## src/rtl/dds_cmd_pkg.sv

```systemverilog
// Shared constants and types for the host command dispatcher: packet framing
// bytes, function codes, rejection codes and dispatcher states.
package dds_cmd_pkg;

  localparam logic [7:0] HDR      = 8'h55;
  localparam logic [7:0] FTR      = 8'hAA;
  localparam int         PKT_LEN  = 14;

  localparam logic [7:0] FUNC_CFG = 8'h01;
  localparam logic [7:0] FUNC_EN  = 8'h02;

  typedef enum logic [2:0] {
    ERR_NONE    = 3'd0,
    ERR_FOOTER  = 3'd1,
    ERR_CHKSUM  = 3'd2,
    ERR_FUNC    = 3'd3,
    ERR_CHAN    = 3'd4,
    ERR_TIMEOUT = 3'd5,
    ERR_RUNNING = 3'd6
  } err_e;

  typedef enum logic [1:0] {
    ST_IDLE,
    ST_RECV,
    ST_CHECK,
    ST_EXEC
  } state_e;

endpackage

```

## src/rtl/dds_cmd_dispatcher.sv

```systemverilog
// Frames 14-byte host packets from the UART byte stream, validates them and drives
// channel config/enable strobes. Define DDS_CMD_TIMEOUT_EN for the inter-byte timeout.
module dds_cmd_dispatcher
  import dds_cmd_pkg::*;
#(
  parameter int NUM_CH      = 3,
  parameter int TIMEOUT_CYC = 50_000
) (
  input  logic              sys_clk,
  input  logic              sys_rst_n,
  input  logic              rx_valid,
  input  logic [7:0]        rx_data,
  output logic              cfg_wr,
  output logic [7:0]        cfg_ch,
  output logic [7:0]        cfg_duty,
  output logic [15:0]       cfg_dessert,
  output logic [7:0]        cfg_pulse_num,
  output logic [31:0]       cfg_pattern,
  output logic [NUM_CH-1:0] ch_enable,
  output logic              pkt_ok,
  output logic              pkt_err,
  output logic [2:0]        err_code,
  output logic              busy
);

  state_e             state_q;
  logic [3:0]         idx_q;
  logic [7:0]         func_q, ch_q, chk_q, ftr_q, xor_q;
  logic               ctrl_q;
  logic [7:0]         duty_q, pnum_q;
  logic [15:0]        des_q;
  logic [31:0]        pat_q;

  logic               cfg_wr_q, pkt_ok_q, pkt_err_q;
  logic [7:0]         cfg_ch_q, cfg_duty_q, cfg_pnum_q;
  logic [15:0]        cfg_des_q;
  logic [31:0]        cfg_pat_q;
  logic [NUM_CH-1:0]  ch_en_q;
  err_e               err_q;

  err_e               err_d;
  logic [NUM_CH-1:0]  ch_en_d;
  logic               ch_ok, ch_on;

`ifdef DDS_CMD_TIMEOUT_EN
  localparam int CNT_W = $clog2(TIMEOUT_CYC + 1);
  logic [CNT_W-1:0] cnt_q;
`endif

  // Validation of the captured packet, evaluated while in CHECK.
  always_comb begin
    ch_ok   = 1'b0;
    ch_on   = 1'b0;
    ch_en_d = ch_en_q;
    for (int k = 0; k < NUM_CH; k++) begin
      if (ch_q == 8'(k + 1)) begin
        ch_ok      = 1'b1;
        ch_on      = ch_en_q[k];
        ch_en_d[k] = ctrl_q;
      end
    end
    err_d = ERR_NONE;
    if (ftr_q != FTR)                                err_d = ERR_FOOTER;
    else if (xor_q != chk_q)                         err_d = ERR_CHKSUM;
    else if (func_q != FUNC_CFG && func_q != FUNC_EN) err_d = ERR_FUNC;
    else if (!ch_ok)                                 err_d = ERR_CHAN;
    else if (func_q == FUNC_CFG && ch_on)            err_d = ERR_RUNNING;
  end

  always_ff @(posedge sys_clk or negedge sys_rst_n) begin
    if (!sys_rst_n) begin
      state_q    <= ST_IDLE;
      idx_q      <= '0;
      func_q     <= '0;
      ch_q       <= '0;
      chk_q      <= '0;
      ftr_q      <= '0;
      xor_q      <= '0;
      ctrl_q     <= 1'b0;
      duty_q     <= '0;
      pnum_q     <= '0;
      des_q      <= '0;
      pat_q      <= '0;
      cfg_wr_q   <= 1'b0;
      pkt_ok_q   <= 1'b0;
      pkt_err_q  <= 1'b0;
      cfg_ch_q   <= '0;
      cfg_duty_q <= '0;
      cfg_pnum_q <= '0;
      cfg_des_q  <= '0;
      cfg_pat_q  <= '0;
      ch_en_q    <= '0;
      err_q      <= ERR_NONE;
`ifdef DDS_CMD_TIMEOUT_EN
      cnt_q      <= '0;
`endif
    end else begin
      cfg_wr_q  <= 1'b0;
      pkt_ok_q  <= 1'b0;
      pkt_err_q <= 1'b0;
      case (state_q)
        ST_IDLE: begin
          if (rx_valid && rx_data == HDR) begin
            state_q <= ST_RECV;
            idx_q   <= 4'd1;
            xor_q   <= '0;
`ifdef DDS_CMD_TIMEOUT_EN
            cnt_q   <= '0;
`endif
          end
        end
        ST_RECV: begin
          if (rx_valid) begin
            case (idx_q)
              4'd1:    func_q        <= rx_data;
              4'd2:    ch_q          <= rx_data;
              4'd3:    ctrl_q        <= rx_data[0];
              4'd4:    duty_q        <= rx_data;
              4'd5:    des_q[15:8]   <= rx_data;
              4'd6:    des_q[7:0]    <= rx_data;
              4'd7:    pnum_q        <= rx_data;
              4'd8:    pat_q[31:24]  <= rx_data;
              4'd9:    pat_q[23:16]  <= rx_data;
              4'd10:   pat_q[15:8]   <= rx_data;
              4'd11:   pat_q[7:0]    <= rx_data;
              4'd12:   chk_q         <= rx_data;
              default: ftr_q         <= rx_data;
            endcase
            // Checksum covers func..pat4 only; chk and footer are excluded.
            if (idx_q <= 4'd11) xor_q <= xor_q ^ rx_data;
            if (idx_q == 4'(PKT_LEN - 1)) state_q <= ST_CHECK;
            idx_q <= idx_q + 4'd1;
`ifdef DDS_CMD_TIMEOUT_EN
            cnt_q <= '0;
          end else if (cnt_q == CNT_W'(TIMEOUT_CYC - 1)) begin
            pkt_err_q <= 1'b1;
            err_q     <= ERR_TIMEOUT;
            state_q   <= ST_IDLE;
          end else begin
            cnt_q <= cnt_q + 1'b1;
`endif
          end
        end
        ST_CHECK: begin
          state_q <= ST_EXEC;
          if (err_d != ERR_NONE) begin
            pkt_err_q <= 1'b1;
            err_q     <= err_d;
          end else begin
            pkt_ok_q <= 1'b1;
            err_q    <= ERR_NONE;
            if (func_q == FUNC_CFG) begin
              cfg_wr_q   <= 1'b1;
              cfg_ch_q   <= ch_q;
              cfg_duty_q <= duty_q;
              cfg_des_q  <= des_q;
              cfg_pnum_q <= pnum_q;
              cfg_pat_q  <= pat_q;
            end else begin
              ch_en_q <= ch_en_d;
            end
          end
        end
        default: state_q <= ST_IDLE;
      endcase
    end
  end

  assign cfg_wr        = cfg_wr_q;
  assign cfg_ch        = cfg_ch_q;
  assign cfg_duty      = cfg_duty_q;
  assign cfg_dessert   = cfg_des_q;
  assign cfg_pulse_num = cfg_pnum_q;
  assign cfg_pattern   = cfg_pat_q;
  assign ch_enable     = ch_en_q;
  assign pkt_ok        = pkt_ok_q;
  assign pkt_err       = pkt_err_q;
  assign err_code      = err_q;
  assign busy          = (state_q != ST_IDLE);

endmodule

```

## config.mk

```make
export PLATFORM = sky130hd
export DESIGN_NAME = dds_cmd_dispatcher
export DESIGN_NICKNAME = d
export VERILOG_FILES = /design/src/rtl/dds_cmd_pkg.sv /design/src/rtl/dds_cmd_dispatcher.sv
export SDC_FILE = /design/constraint.sdc
export NUM_CORES = 1
export LEC_CHECK = 0
export CORE_UTILIZATION = 35
export CTS_BUF_LIST = sky130_fd_sc_hd__clkbuf_16
export DETAILED_ROUTE_END_ITERATION = 8
export PLACE_DENSITY = 0.54
export SETUP_SLACK_MARGIN = 0.5
export SYNTH_ARGS = -nofsm -noshare
export SYNTH_HDL_FRONTEND = slang
export SYNTH_SLANG_ARGS = --single-unit
```

## constraint.sdc

```tcl
create_clock -name sys_clk -period 2.7 [get_ports sys_clk]
set_input_delay 0.675 -clock sys_clk [delete_from_list [all_inputs] [get_ports sys_clk]]
set_output_delay 0.675 -clock sys_clk [all_outputs]
set_load 0.05 [all_outputs]
```

==> results of run 1 <==
-- flip-flops by register name (all words and copies together), names as in the netlist, 16 cells and up --
register and count:
cfg_pattern 32, des_q 16, cfg_dessert 16, pat_q 32
-- cell families after synthesis --
kind of cell	synth area share, %
AO/OA/AOI/OAI	3.36
adder cells (fa/ha/maj)	1.22
buffers and inverters	2.92
multiplexers	26.2
XOR/XNOR	1.05
AND/OR/NAND/NOR	6.60
flip-flops	58.7
-- area by class of cell --
cell class,count,area share (%)
clock buffer,17,4.05
clock inverter,15,1.62
inverter,8,0.286
multi-input combinational,328,31.0
sequential,192,45.7
tap,313,3.73
timing repair buffer,140,13.6
-- metal layers --
metal / global-route usage [%] / wire length [um]
met5: 0 / 0
met3: 2.79 / 615
met1: 21.5 / 8240
met2: 27.9 / 9330
met4: 5.09 / 248
-- cell usage after synthesis (all sizes together) (3+ instances only) --
library cell and n:
dfrtp 192, mux2 168, nand2 40, a21oi 20, clkbuf 13, nor2 12
o21ai 11, buf 9, ha 8, inv 8, xnor2 8, nor2b 7
nand3 6, nand4 4, nand4b 4, nor3 4, nor4 4, a22o 3
-- worst max-delay path by stage --
stage,startpoint,endpoint,cells past startpoint
floorplan,ch_enable[2],cfg_dessert[0],7
global placement,rx_valid,pat_q[18],6
detailed placement,rx_valid,des_q[5],6
CTS,func_q[4],cfg_dessert[14],8
global route,func_q[3],cfg_pattern[23],8
finish,func_q[3],cfg_pattern[23],8
-- report_power, final --
group	switching, mW	leakage, nW	total, mW	internal [mW]
Sequential	0.517	2.57	4.05	3.53
Clock	1.19	0.286	2.52	1.32
Combinational	1.05	2.41	2.07	1.03
-- metrics by stage --
| stage | worst slack [ns] | util (%) | total power [mW] | instance area (um2) |
|---|---|---|---|---|
| floorplan | 0.587 | - | 5.29 | 8190 |
| detailed placement | 0.0632 | 41.9 | 5.94 | 9540 |
| CTS | 0.389 | 45.8 | 8.67 | 10400 |
| finish | 0.372 | 46.1 | 8.64 | 10500 |
| global placement | 0.0977 | 41.9 | 5.82 | 9540 |
| global route | 0.312 | 46.1 | 9.11 | 10500 |
-- repair_timing --
| action | 4_1_cts | 5_1_grt |
|---|---|---|
| resized for setup | 109 | 14 |
| setup buffers | 14 | 4 |
| hold buffers | 0 | 0 |
| pin swaps | 4 | 4 |
| endpoints found under the setup margin | 150 | 147 |
| gates cloned | 5 | 0 |
-- critical path: cells and delay by family, from the launching register on --
kind	cells	cell delay [ns]
flops	1	0.41
buf+inv	3	0.38
mux	1	0.29
simple gates	4	1.13
==> summary.md, run 1 <==
| Metric | Value |
|---|---|
| Clock period minus worst slack | 2.33 ns |
| Max-cap viol count | 0 |
| Antenna diodes | 0 |
| NumNets Final | 706 |
| CTS clk-pin slew, worst paths | 0.07 ns |
| Fmax | 430 MHz |
| Multi-input logic area | 3260 um2 |
| CTS tree | yes |
| Final critical-path share of the clock period | 86.2% |
| GPL Wtd Cong | 0.801 |
| Number of CTS-inserted buffers | 17 |
| Max FO, Critical Path | 5 |
| CP Capture Type | flip-flop |
| Largest net degree at the start of global routing | 64 |
| First-pass GRT wire length | 30000 um |
| Initial Util | 35.9% |
| WL per Instance | 18.2 um |
| RSZ-0062 raised after global routing | true |
| Clk Tree Root Cell | clkbuf_16 |
| Final count of negative-setup-slack endpoints | 0 |
| Post-synth EDFFs | 0 |
| Register area | 4810 um2 |
| Top-area cell type share of the netlist area | 58.7% |
| Predominant post-synthesis flop cell | dfrtp_1 |
| Total Routing Usage GR | 16.4% |
| Critical path arrival | 2.65 ns |
| Clk_skew | 0.0100 ns |
| Worst hold slack | 0.226 ns |
| Routed Antenna Nets | 0 |
| Crit path kind | flip-flop to flip-flop |
| Via Count | 4883 |
| Die X-Extent | 155 um |
| Area growth syn-to-layout | 28.4% |
| Sequential-to-total area share from yosys stat | 58.7% |
| Vias in the first global route | 5229 |
| R2R Path Start | func_q[3] |
| Drt via density | 4.82 |
| Required @ worst endpoint | 3.02 ns |
| Count of final max-slew check failures | 0 |
| Most common cell after layout, fill and taps aside | dfrtp_1 |
| RR Endpoint | cfg_pattern[23] |
| Layout fillers | 2030 |
| YS warnings | 0 |
| Initial antenna violation count | 0 |
| Worst slew pin tran | 0.548 ns |
| Cell mode on critical path | buf_12 |
| FF-to-FF path depth | 8 |
| Min-delay worst type | input port to asynchronous set/reset pin |
| Io pins | 93 |
| Final setup TNS | 0 ns |
| Worst skew pair latency | 0.44 ns |
| CP Launch Type | flip-flop |
| Cells after Synth | 550 |
| Max clock buf depth | 2 |
| CP Cell Sequence | nor4_4 -> and4b_2 -> nor4b_4 -> and3_4 -> buf_12 -> buf_12 -> buf_16 -> mux2_4 |
| # rows | 55 |
| Critical-path top delay cell | dfrtp_1 |
| Max-slew headroom | 63.6% |
| FF-to-FF setup slack | 0.37 ns |
| Post-route DRC violation count | 0 |
| Initial DRC Count | 218 |
| Most frequent cells in the layout | 191 x dfrtp_1, 81 x dlygate4sd2_1, 78 x mux2_2, 66 x mux2_4, 31 x nand2_1 |
| Mapped Avg Cell Area | 14.9 um2 |
| Die area | 24000 um2 |
| LEAKAGE | 5.27 nW |
| Clock Sinks | 192 |
| Die H | 155 um |
| H-tree depth | 4 |
| Final non-filler cell total | 1013 |
| Top post-synthesis cells by area | dfrtp_1 59%, mux2_4 12%, mux2_2 11%, mux2_1 3.6%, nand2_1 1.8% |
| Status | completed |
| Grt total ovfl | 0 |
| Cell taking the most area after synthesis | dfrtp_1 |
| DP HPWL | 11900 um |
| Hold Vio Cnt, Final | 0 |
| Core area | 22800 um2 |
| PwrDens | 822 nW/um2 |
| Placed Cells | 958 |
| Peak VDD IR | 0.000342 V |
| Asr flop ratio synth | 100% |
| Synth Net Count | 569 |
| Synth Cell Area | 8190 um2 |
| TritonRoute pass-1 iters | 4 |
| Flops & latches, synth | 192 |
| Detailed Route WL | 18400 um |
| PortBufs | 92 |
| Slowest stage delay, CP | 0.41 ns |
| Share of layout cells above drive strength 1 | 36.4% |
| Number of library cell types mapped by synthesis | 48 |
No activity file was read; power rests on OpenSTA's default activity.
==> inputs of run 2 (changes only) <==
--- a/config.mk
+++ b/config.mk
@@ -10,6 +10,7 @@
 export DETAILED_ROUTE_END_ITERATION = 8
 export PLACE_DENSITY = 0.54
 export SETUP_SLACK_MARGIN = 0.5
+export SKIP_LAST_GASP = 1
 export SYNTH_ARGS = -nofsm -noshare
 export SYNTH_HDL_FRONTEND = slang
 export SYNTH_SLANG_ARGS = --single-unit
==> results of run 2 <==
No change in the layout: final DEF, timing and power equal those of run 1.
==> inputs of run 3 (changes only) <==
--- a/config.mk
+++ b/config.mk
@@ -11,6 +11,7 @@
 export PLACE_DENSITY = 0.54
 export SETUP_SLACK_MARGIN = 0.5
 export SKIP_LAST_GASP = 1
+export SLEW_MARGIN = 30
 export SYNTH_ARGS = -nofsm -noshare
 export SYNTH_HDL_FRONTEND = slang
 export SYNTH_SLANG_ARGS = --single-unit
==> results of run 3 <==
No change in the layout: final DEF, timing and power equal those of run 1.
